<file path="src/rtl/mfcc_dct_pkg.sv">
// Shared widths, typedefs and quarter-wave cosine table for the 32-in / 13-out
// MFCC DCT-II. The table holds round(127*cos(pi*j/64)) for j = 0..32.
package mfcc_dct_pkg;

  localparam int I_BW     = 8;
  localparam int O_BW     = 16;
  localparam int N_IN     = 32;
  localparam int NUM_COEF = 13;
  localparam int COEF_BW  = 8;
  localparam int SHIFT    = 4;
  localparam int ACC_BW   = I_BW + COEF_BW + $clog2(N_IN) + 1;
  localparam int N_BW     = $clog2(N_IN);
  // One extra code so the drain index can point one past the last coefficient.
  localparam int K_BW     = $clog2(NUM_COEF + 1);

  typedef logic signed [COEF_BW-1:0] coef_t;
  typedef logic signed [ACC_BW-1:0]  acc_t;

  typedef enum logic {
    DRAIN_IDLE,
    DRAIN_BUSY
  } drain_state_e;

  function automatic coef_t cos_quarter(input logic [5:0] j);
    coef_t c;
    case (j)
      6'd0:  c = 8'sd127;  6'd1:  c = 8'sd127;  6'd2:  c = 8'sd126;
      6'd3:  c = 8'sd126;  6'd4:  c = 8'sd125;  6'd5:  c = 8'sd123;
      6'd6:  c = 8'sd122;  6'd7:  c = 8'sd120;  6'd8:  c = 8'sd117;
      6'd9:  c = 8'sd115;  6'd10: c = 8'sd112;  6'd11: c = 8'sd109;
      6'd12: c = 8'sd106;  6'd13: c = 8'sd102;  6'd14: c = 8'sd98;
      6'd15: c = 8'sd94;   6'd16: c = 8'sd90;   6'd17: c = 8'sd85;
      6'd18: c = 8'sd81;   6'd19: c = 8'sd76;   6'd20: c = 8'sd71;
      6'd21: c = 8'sd65;   6'd22: c = 8'sd60;   6'd23: c = 8'sd54;
      6'd24: c = 8'sd49;   6'd25: c = 8'sd43;   6'd26: c = 8'sd37;
      6'd27: c = 8'sd31;   6'd28: c = 8'sd25;   6'd29: c = 8'sd19;
      6'd30: c = 8'sd12;   6'd31: c = 8'sd6;    6'd32: c = 8'sd0;
      default: c = 8'sd0;
    endcase
    return c;
  endfunction

endpackage

</file>
<file path="src/rtl/mfcc_dct_coef_rom.sv">
// Combinational C[k][n] = round(127*cos(pi*k*(2n+1)/64)) lookup, folded onto
// the quarter-wave table using the 128-step period and half-wave symmetry.
module mfcc_dct_coef_rom
  import mfcc_dct_pkg::*;
(
  input  logic [K_BW-1:0]    i_k,
  input  logic [N_BW-1:0]    i_n,
  output logic [COEF_BW-1:0] o_coef
);

  logic [6:0] w_m;
  logic [6:0] w_fold;
  logic       w_neg;
  logic [5:0] w_idx;
  coef_t      w_q;

  // Phase in units of pi/64, taken modulo a full period of 128.
  assign w_m    = 7'(7'(i_k) * 7'({i_n, 1'b1}));
  assign w_fold = (w_m > 7'd64) ? (7'd0 - w_m) : w_m;
  assign w_neg  = (w_fold > 7'd32);
  assign w_idx  = w_neg ? 6'(7'd64 - w_fold) : w_fold[5:0];
  assign w_q    = cos_quarter(w_idx);
  assign o_coef = w_neg ? -w_q : w_q;

endmodule

</file>
<file path="src/rtl/mfcc_dct.sv">
// Streaming 32-point DCT-II producing 13 MFCC coefficients with one shared MAC.
// Define MFCC_DCT_SAT_EN to saturate outputs instead of wrapping to O_BW bits.
module mfcc_dct
  import mfcc_dct_pkg::*;
(
  input  logic            clk_i,
  input  logic            rst_i,
  input  logic            en_i,
  input  logic [I_BW-1:0] data_i,
  input  logic            valid_i,
  input  logic            last_i,
  output logic [O_BW-1:0] data_o,
  output logic            valid_o,
  output logic            last_o
);

  localparam logic [K_BW-1:0] K_LAST = K_BW'(NUM_COEF - 1);
  localparam logic [K_BW-1:0] K_DONE = K_BW'(NUM_COEF);
  localparam logic [N_BW-1:0] N_LAST = N_BW'(N_IN - 1);

`ifdef MFCC_DCT_SAT_EN
  localparam acc_t OUT_MAX = acc_t'((2 ** (O_BW - 1)) - 1);
  localparam acc_t OUT_MIN = acc_t'(-(2 ** (O_BW - 1)));
`endif

  function automatic logic [O_BW-1:0] reduce_out(input acc_t a);
    acc_t s;
    s = a >>> SHIFT;
`ifdef MFCC_DCT_SAT_EN
    if (s > OUT_MAX) s = OUT_MAX;
    else if (s < OUT_MIN) s = OUT_MIN;
`endif
    return O_BW'(s);
  endfunction

  logic [N_BW-1:0]   r_n;
  logic [K_BW-1:0]   r_k;
  acc_t              r_acc  [NUM_COEF];
  acc_t              r_bank [NUM_COEF];
  drain_state_e      r_state;
  logic [K_BW-1:0]   r_drainIdx;
  logic [O_BW-1:0]   r_data;
  logic              r_valid;
  logic              r_last;

  logic              w_beat;
  logic              w_frameEnd;
  logic [COEF_BW-1:0] w_coefRaw;
  coef_t             w_coef;
  logic signed [I_BW:0] w_x;
  acc_t              w_prod;
  acc_t              w_accNext [NUM_COEF];
  drain_state_e      w_stateNext;
  logic [K_BW-1:0]   w_drainIdxNext;
  logic [O_BW-1:0]   w_dataNext;
  logic              w_validNext;
  logic              w_lastNext;

  mfcc_dct_coef_rom u_rom (
    .i_k    (r_k),
    .i_n    (r_n),
    .o_coef (w_coefRaw)
  );

  assign w_coef     = coef_t'(w_coefRaw);
  assign w_beat     = en_i & valid_i;
  assign w_frameEnd = w_beat & (r_k == K_LAST) & ((r_n == N_LAST) | last_i);
  assign w_x        = signed'({1'b0, data_i});
  assign w_prod     = acc_t'(w_x) * acc_t'(w_coef);

  always_comb begin
    for (int i = 0; i < NUM_COEF; i++) begin
      w_accNext[i] = r_acc[i];
      if (w_beat && (r_k == K_BW'(i))) w_accNext[i] = r_acc[i] + w_prod;
    end
  end

  // Frame end hands the completed sums (this beat included) to the drain bank.
  always_ff @(posedge clk_i or posedge rst_i) begin
    if (rst_i) begin
      r_n <= '0;
      r_k <= '0;
      for (int i = 0; i < NUM_COEF; i++) begin
        r_acc[i]  <= '0;
        r_bank[i] <= '0;
      end
    end else if (w_beat) begin
      if (w_frameEnd) begin
        r_n <= '0;
        r_k <= '0;
        for (int i = 0; i < NUM_COEF; i++) begin
          r_acc[i]  <= '0;
          r_bank[i] <= w_accNext[i];
        end
      end else begin
        for (int i = 0; i < NUM_COEF; i++) r_acc[i] <= w_accNext[i];
        if (r_k == K_LAST) begin
          r_k <= '0;
          r_n <= r_n + N_BW'(1);
        end else begin
          r_k <= r_k + K_BW'(1);
        end
      end
    end
  end

  always_ff @(posedge clk_i or posedge rst_i) begin
    if (rst_i) begin
      r_state    <= DRAIN_IDLE;
      r_drainIdx <= '0;
      r_data     <= '0;
      r_valid    <= 1'b0;
      r_last     <= 1'b0;
    end else begin
      r_state    <= w_stateNext;
      r_drainIdx <= w_drainIdxNext;
      r_data     <= w_dataNext;
      r_valid    <= w_validNext;
      r_last     <= w_lastNext;
    end
  end

  // X[0] comes straight from the next-state sums so it appears the cycle after frame end.
  always_comb begin
    w_stateNext    = r_state;
    w_drainIdxNext = r_drainIdx;
    w_dataNext     = r_data;
    w_validNext    = r_valid;
    w_lastNext     = r_last;
    if (en_i) begin
      if (w_frameEnd) begin
        w_stateNext    = DRAIN_BUSY;
        w_drainIdxNext = K_BW'(1);
        w_dataNext     = reduce_out(w_accNext[0]);
        w_validNext    = 1'b1;
        w_lastNext     = 1'b0;
      end else if (r_state == DRAIN_BUSY) begin
        if (r_drainIdx == K_DONE) begin
          w_stateNext = DRAIN_IDLE;
          w_validNext = 1'b0;
          w_lastNext  = 1'b0;
        end else begin
          w_dataNext     = reduce_out(r_bank[r_drainIdx]);
          w_validNext    = 1'b1;
          w_lastNext     = (r_drainIdx == K_LAST);
          w_drainIdxNext = r_drainIdx + K_BW'(1);
        end
      end
    end
  end

  assign data_o  = r_data;
  assign valid_o = r_valid & en_i;
  assign last_o  = r_last & en_i;

endmodule

</file>
<file path="config.mk">
export PLATFORM = sky130hd
export DESIGN_NAME = mfcc_dct
export DESIGN_NICKNAME = d
export VERILOG_FILES = /design/src/rtl/mfcc_dct_pkg.sv /design/src/rtl/mfcc_dct_coef_rom.sv /design/src/rtl/mfcc_dct.sv
export SDC_FILE = /design/constraint.sdc
export NUM_CORES = 2
export LEC_CHECK = 0
export BUFFER_PORTS_ARGS = -buffer_cell sky130_fd_sc_hd__buf_2
export CORE_MARGIN = 2
export CORE_UTILIZATION = 54
export CTS_BUF_LIST = sky130_fd_sc_hd__clkbuf_2
export DETAILED_ROUTE_END_ITERATION = 6
export MAX_ROUTING_LAYER = met4
export PLACE_DENSITY_LB_ADDON = 0.15
export SETUP_SLACK_MARGIN = 0.05
export SLEW_MARGIN = 5
export SYNTH_ARGS = -nofsm -noshare
export SYNTH_HDL_FRONTEND = slang
export SYNTH_HIERARCHICAL = 1
export SYNTH_SLANG_ARGS = --single-unit
</file>
<file path="constraint.sdc">
create_clock -name clk_i -period 22 [get_ports clk_i]
set_input_delay 4.4 -clock clk_i [delete_from_list [all_inputs] [get_ports clk_i]]
set_output_delay 4.4 -clock clk_i [all_outputs]
set_load 0.01 [all_outputs]
</file>
Yosys cells after proc, flatten, opt, wreduce, memory -nomap -nowiden
Memories as Yosys holds them, arrays and structs flattened.
Index checks and enable logic that the tools add are counted.
{"block": "word_totals", "reg_bits": 604, "mem_bits_ro": 448, "input_bits": 13, "output_inout_bits": 18, "wordCells": 139, "n_memories": 1}
{"block": "classes", "add_sub_neg": 19, "n_mul": 2, "n_lt_le_gt_ge": 3, "n_eq_ne": 16, "muxes": 38, "bitwise_logic": 7, "n_reduce_logical": 20}
{"name": "(name not given)", "words": 64, "word_bits": 7, "read_ports": 1, "rd_clocked_by_memory_dff": 0, "write_ports": 0, "line": "mfcc_dct_pkg.sv:26", "text": "case (j)"}
{"cell": "adder 22 x 17 -> 22 bit", "count": 13}
{"cell": "2-to-1 mux 22 bit", "count": 13}
{"cell": "2-to-1 mux 286 bit", "count": 1}
{"cell": "binary-select mux 22 bit (select 4 bit)", "count": 1}
{"cell": "2-to-1 mux 16 bit", "count": 3}
{"cell": "2-to-1 mux 20 bit", "count": 2}
{"cell": "== test 4 bit, second input constant", "count": 7}
{"cell": "2-to-1 mux 4 bit", "count": 5}
{"cell": "multiplier 9 x 8 -> 17 bit", "count": 1}
{"cell": "== test 4 x 3 -> 1 bit, second input constant", "count": 4}
{"cell": "logical AND 1 bit", "count": 13}
{"cell": "2-to-1 mux 5 bit", "count": 2}
{"cell": "adder 4 x 1 -> 4 bit, second input constant", "count": 2}
{"cell": "== test 4 x 2 -> 1 bit, second input constant", "count": 2}
{"cell": "2-to-1 mux 1 bit", "count": 8}
{"cell": "2-to-1 mux 8 bit", "count": 1}
{"cell": "negation 8 bit", "count": 1}
{"cell": "> comparator 7 x 6 -> 1 bit, second input constant", "count": 1}
{"cell": "> comparator 7 bit, second input constant", "count": 1}
{"cell": "multiplier 4 x 6 -> 7 bit", "count": 1}
{"cell": "2-to-1 mux 7 bit", "count": 1}
{"cell": "subtractor 1 x 7 -> 7 bit, first input constant", "count": 1}
{"cell": "2-to-1 mux 6 bit", "count": 1}
{"cell": "AND reduction 2 bit", "count": 3}
{"cell": "12 further kinds", "count": 17}

Depth between registers and ports, before layout
An unclocked memory read counts as a cell.
{"block": "logic_depth", "word_depth": 12, "mapped_depth": 51, "mapped_depth_nobuf": 51}

Modules after synthesis
Netlist, hierarchy kept.
{"mod": "mfcc_dct", "n_inst": 1, "cells_per_inst": 3792, "area_each_um2": 33956.3, "seq_area_each_um2": 12512.0}
{"mod": "mfcc_dct_coef_rom", "n_inst": 1, "cells_per_inst": 211, "area_each_um2": 1632.8, "seq_area_each_um2": 0.0}

Least setup slack after synthesis
No wires, ideal clock.
{"block": "synth_path", "path_kind": "flip-flop to flip-flop", "start": "register r_k[1]", "end": "register r_acc[19] in the netlist's numbering", "arrival_time_ps": 11682, "required_time_ps": 21917, "path_slack_ps": 10236, "path_stages_with_launch": 44, "n_path_buf": 0, "synth_period_minus_slack_ps": 11764, "path_cell_list": "dfrtp_1 > and2_1 > fa_1 > inv_1 > fa_1 > inv_1 > ha_1 > a21oi_1 > o21bai_2 > xor3_2 > o21ai_1 > mux2_2 > ha_1 > mux2i_4 > ha_1 > o41ai_1 > or3_1 > ha_1 > (+8 left out) > inv_1 > fa_1 > inv_1 > ha_1 > o21a_1 > o31ai_2 > a2111oi_1 > a2111o_1 > xor2_1 > ha_1 > a21oi_1 > nand2b_1 > a221o_1 > a41oi_1 > o21ai_0 > xnor2_1 > or3_1 > o21ai_0"}
{"block": "synth_via", "elab_chain_len": 12}
{"element": "start: declaration", "line": "mfcc_dct.sv:37", "text": "logic [K_BW-1:0] r_k;"}
{"element": "start signal: assignment", "line": "mfcc_dct.sv:101", "text": "r_k <= r_k + K_BW'(1);"}
{"element": "multiplier 4 x 6 -> 7 bit *", "line": "mfcc_dct_coef_rom.sv:18", "text": "assign w_m = 7'(7'(i_k) * 7'({i_n, 1'b1}));"}
{"element": "subtractor 1 x 7 -> 7 bit or > comparator 7 bit (tied branches)", "line": "mfcc_dct_coef_rom.sv:19", "text": "assign w_fold = (w_m > 7'd64) ? (7'd0 - w_m) : w_m;"}
{"element": "2-to-1 mux 7 bit *", "line": "mfcc_dct_coef_rom.sv:19"}
{"element": "subtractor 1 x 6 -> 6 bit or > comparator 7 x 6 -> 1 bit (tied branches)", "line": "mfcc_dct_coef_rom.sv:21, mfcc_dct_coef_rom.sv:20"}
{"element": "2-to-1 mux 6 bit", "line": "mfcc_dct_coef_rom.sv:21", "text": "assign w_idx = w_neg ? 6'(7'd64 - w_fold) : w_fold[5:0];"}
{"element": "memory (64 x 7 bit)"}
{"element": "negation 8 bit", "line": "mfcc_dct_coef_rom.sv:23", "text": "assign o_coef = w_neg ? -w_q : w_q;"}
{"element": "2-to-1 mux 8 bit *", "line": "mfcc_dct_coef_rom.sv:23"}
{"element": "via w_coef[6]", "line": "mfcc_dct.sv:49", "text": "coef_t w_coef;"}
{"element": "multiplier 9 x 8 -> 17 bit *", "line": "mfcc_dct.sv:69", "text": "assign w_prod = acc_t'(w_x) * acc_t'(w_coef);"}
{"element": "adder 22 x 17 -> 22 bit *", "line": "mfcc_dct.sv:74", "text": "if (w_beat && (r_k == K_BW'(i))) w_accNext[i] = r_acc[i] + w_prod;"}
{"element": "2-to-1 mux 22 bit *", "line": "mfcc_dct.sv:74"}
{"element": "2-to-1 mux 286 bit *", "line": "mfcc_dct.sv:88", "text": "if (w_frameEnd) begin"}
{"element": "end signal: indexed assignment", "line": "mfcc_dct.sv:84", "text": "r_acc[i] <= '0;"}
{"element": "end signal: indexed assignment", "line": "mfcc_dct.sv:92", "text": "r_acc[i] <= '0;"}
{"element": "end: declaration", "line": "mfcc_dct.sv:38", "text": "acc_t r_acc [NUM_COEF];"}
Mark *: on every way through the listed nets, which the timed path passes. The rest lies on a longest branch.
A chain may end at the register's enable or synchronous reset.

Final worst setup path
{"block": "layout_path", "start": "register r_k[1]", "end": "register r_acc[63] in the netlist's numbering"}
Same word-level chain as after synthesis.

==> reports/metrics.csv <==
metric,value,unit
grt_max_degree,168,
grt_overflow_total,0,
cp_max_fo,42,
post_dp_cell_area,36700,um^2
place_inst,4782,
postSynth.topFlopCell,dfrtp_1,
synth_area_leaders,"dfrtp_1, ha_1, nand2_1",
hold_class,flop to flop,
finalClockSkew,92.3,ps
wl_per_cell,19.6,um
clock_latency,1350,ps
syn-num-nets,4413,
crit_path_end_kind,flop,
max_cap_viol_count,0,
htreeDepth,4,
ctsResizeCount,0,
placementRows,94,
yosysTopAreaCellShare,0.352,
relSlewSlack,0.203,
antenna_found_initial,2,
die_y,261,um
m1WireLength,45.4,mm
instances_no_fill,5020,
portBuffers,30,
cpPeakStageDelay,580,ps
hold_start,r_bank[254],
critPathTopFamily,adder cells,
grt_usage,0.305,
clk_path_buf_depth,3,
die_x,261,um
grt_pass1_vias,28700,
post_cts_buffers,0,
hold_path_depth,2,
clock-sinks,500,
synth_area_leader_cell,dfrtp_1,
dieArea,68000,um^2
rsz0062_at_grt,false,
yosysWarnings,6,
first_pass_iters,6,
wl_met2,45.1,mm
period_share,0.592,
netlist-cell-type-count,100,
drv_slew,0,
routed.top_layer,met4,
crit_path_start_kind,flop,
synth_area_per_cell,8.89,um^2
wl_met3,5.14,mm
synth_area,35600,um^2
ys_seq_area_frac,0.352,
drtAntennaViolNets,0,
cp.arrival,14250,ps
r2r-end,r_acc[63],
worst_pin_slew,1190,ps
coreArea,65500,um^2
top_level_ports,31,
setup_tns,0,ps
routed-via-count,29800,
routabilityCongestion,0.909,
reg2reg_from,r_k[1],
final_design_area_no_fill,38000,um^2
timing.fmax,0.0768,GHz
crit_buf_inv,8,
dr.first_iter.drc_count,2147,
slowest_stage,xor3_2,
start_util,0.543,
setup_viol,0,
cts.clk_slew.worst_paths,100,ps
hold_violations,0,
dpl.hpwl,68.0,mm
required,23240,ps
drive_above_1_share,0.0974,
startpoint,r_k[1],
critPathKind,flop to flop,
ff2ff_setup_slack,8990,ps
vias_per_cell,5.94,
grt_pass1_wl,157,mm
nets,4469,
ys_async_sr_fraction,1.00,
yosys_register_bits,500,
period_minus_slack,13010,ps
cts_buffers,139,
hold_buffers,0,
tritoncts,done,
routed_wl,98.6,mm
syn2layout_area_growth,6.65,%
min_to,r_bank[254],
synth_edf_count,0,
reg2reg_depth,48,
cts-root-buf,clkbuf_2,
netlist_instances,4003,
status,"finished, final reports clean",
drc,0,
cell usage after synthesis, drive strengths merged (14+ instances only):
| library cell | instances |
|---|---|
| a21o | 104 |
| a311oi | 17 |
| fa | 57 |
| o21bai | 28 |
| a31oi | 43 |
| clkbuf | 140 |
| o22ai | 16 |
| nand2 | 658 |
| a21oi | 353 |
| nand2b | 42 |
| nor3 | 60 |
| ha | 340 |
| o21ai | 289 |
| and3 | 20 |
| and2 | 79 |
| dfrtp | 500 |
| xnor2 | 123 |
| nor3b | 14 |
| or3 | 18 |
| nand4 | 27 |
| a221oi | 22 |
| xor2 | 111 |
| o21a | 28 |
| inv | 122 |
| buf | 21 |
| nor2b | 31 |
| mux4 | 48 |
| o31ai | 26 |
| a211oi | 37 |
| mux2i | 28 |
| nor2 | 362 |
| nand3 | 70 |
worst register-to-register path, delay by kind of cell, from the launching register on:
family                   cells  cell delay [ps]
AO/OA/AOI/OAI               15             3050
multiplexers                 3              870
adder cells (fa/ha/maj)     12             4950
flip-flops                   1              510
AND/OR/NAND/NOR              7             1120
XOR/XNOR                     3             1230
buffers and inverters        8             1250
state kept, by name, summed over array words and instances (netlist names):
register,cells
r_acc,260
r_drainIdx,4
r_bank,208
r_state,1
data_o,16
r_valid,1
r_n,5
r_k,4
r_last,1
routing by layer:
metal  vias to the layer above  track usage
met5                         -            -
met4                         0        0.110
met3                       173       0.0474
met2                       772        0.466
met1                     14500        0.412
li1                      14400            -
kinds of logic (layout without fill, tap and decap cells):
logic type,Yosys count,after routing,synth area share
fa+ha+maj,397,397,0.152
simple gates,1427,1427,0.178
xor+xnor,236,236,0.0601
flops,500,500,0.352
buf+inv,284,430,0.0310
mux,82,82,0.0406
compound gates,1077,1077,0.187
other cells,0,7,0
cells in the final DEF (no fill, tap or decap), types with 27 or more instances in the layout:
| cell type | count |
|---|---|
| nor2_1 | 359 |
| o21ai_0 | 283 |
| nor2b_1 | 30 |
| and2_1 | 76 |
| mux4_2 | 48 |
| ha_1 | 339 |
| a31oi_1 | 42 |
| a21oi_1 | 352 |
| o21a_1 | 28 |
| nand3_1 | 70 |
| fa_1 | 57 |
| inv_1 | 120 |
| buf_2 | 30 |
| buf_4 | 45 |
| nand2b_1 | 42 |
| xnor2_1 | 111 |
| nand4_1 | 27 |
| a211oi_1 | 37 |
| nand2_1 | 656 |
| clkbuf_2 | 195 |
| mux2i_1 | 27 |
| nor3_1 | 59 |
| a21o_1 | 104 |
| dfrtp_1 | 498 |
| xor2_1 | 110 |
worst max path at each step:
stage | to | slack (ps) | cells past startpoint
floorplan | data_o[0] | 3640 | 1
global placement | r_acc[63] | 9340 | 48
detailed placement | r_acc[63] | 9060 | 48
CTS | r_acc[63] | 9070 | 48
global route | r_acc[63] | 8300 | 48
finish | r_acc[63] | 8990 | 48
area by class of cell:
| cell class | count | area (um^2) |
|---|---|---|
| Clock buffer | 195 | 976 |
| Clock inverter | 36 | 307 |
| Antenna cell | 7 | 17.5 |
| Inverter | 123 | 469 |
| Fill cell | 5945 | 27600 |
| Tap cell | 864 | 1080 |
| Timing Repair Buffer | 76 | 508 |
| Sequential cell | 500 | 12500 |
| Multi-Input combinational cell | 3219 | 22100 |
per-stage QoR:
step / utilization / setup WS, ps / hold slack [ps]
final: 0.579 / 8990 / 473
after global routing: 0.579 / 8300 / 488
after CTS: 0.579 / 9070 / 474
after detailed placement: 0.560 / 9060 / 454
after global placement: 0.560 / 9340 / 445
after floorplan: - / 3640 / 433
Power is left out: the tool's default activity adds up to more than one toggle a clock period on the data nets, which glitch-free logic cannot reach.
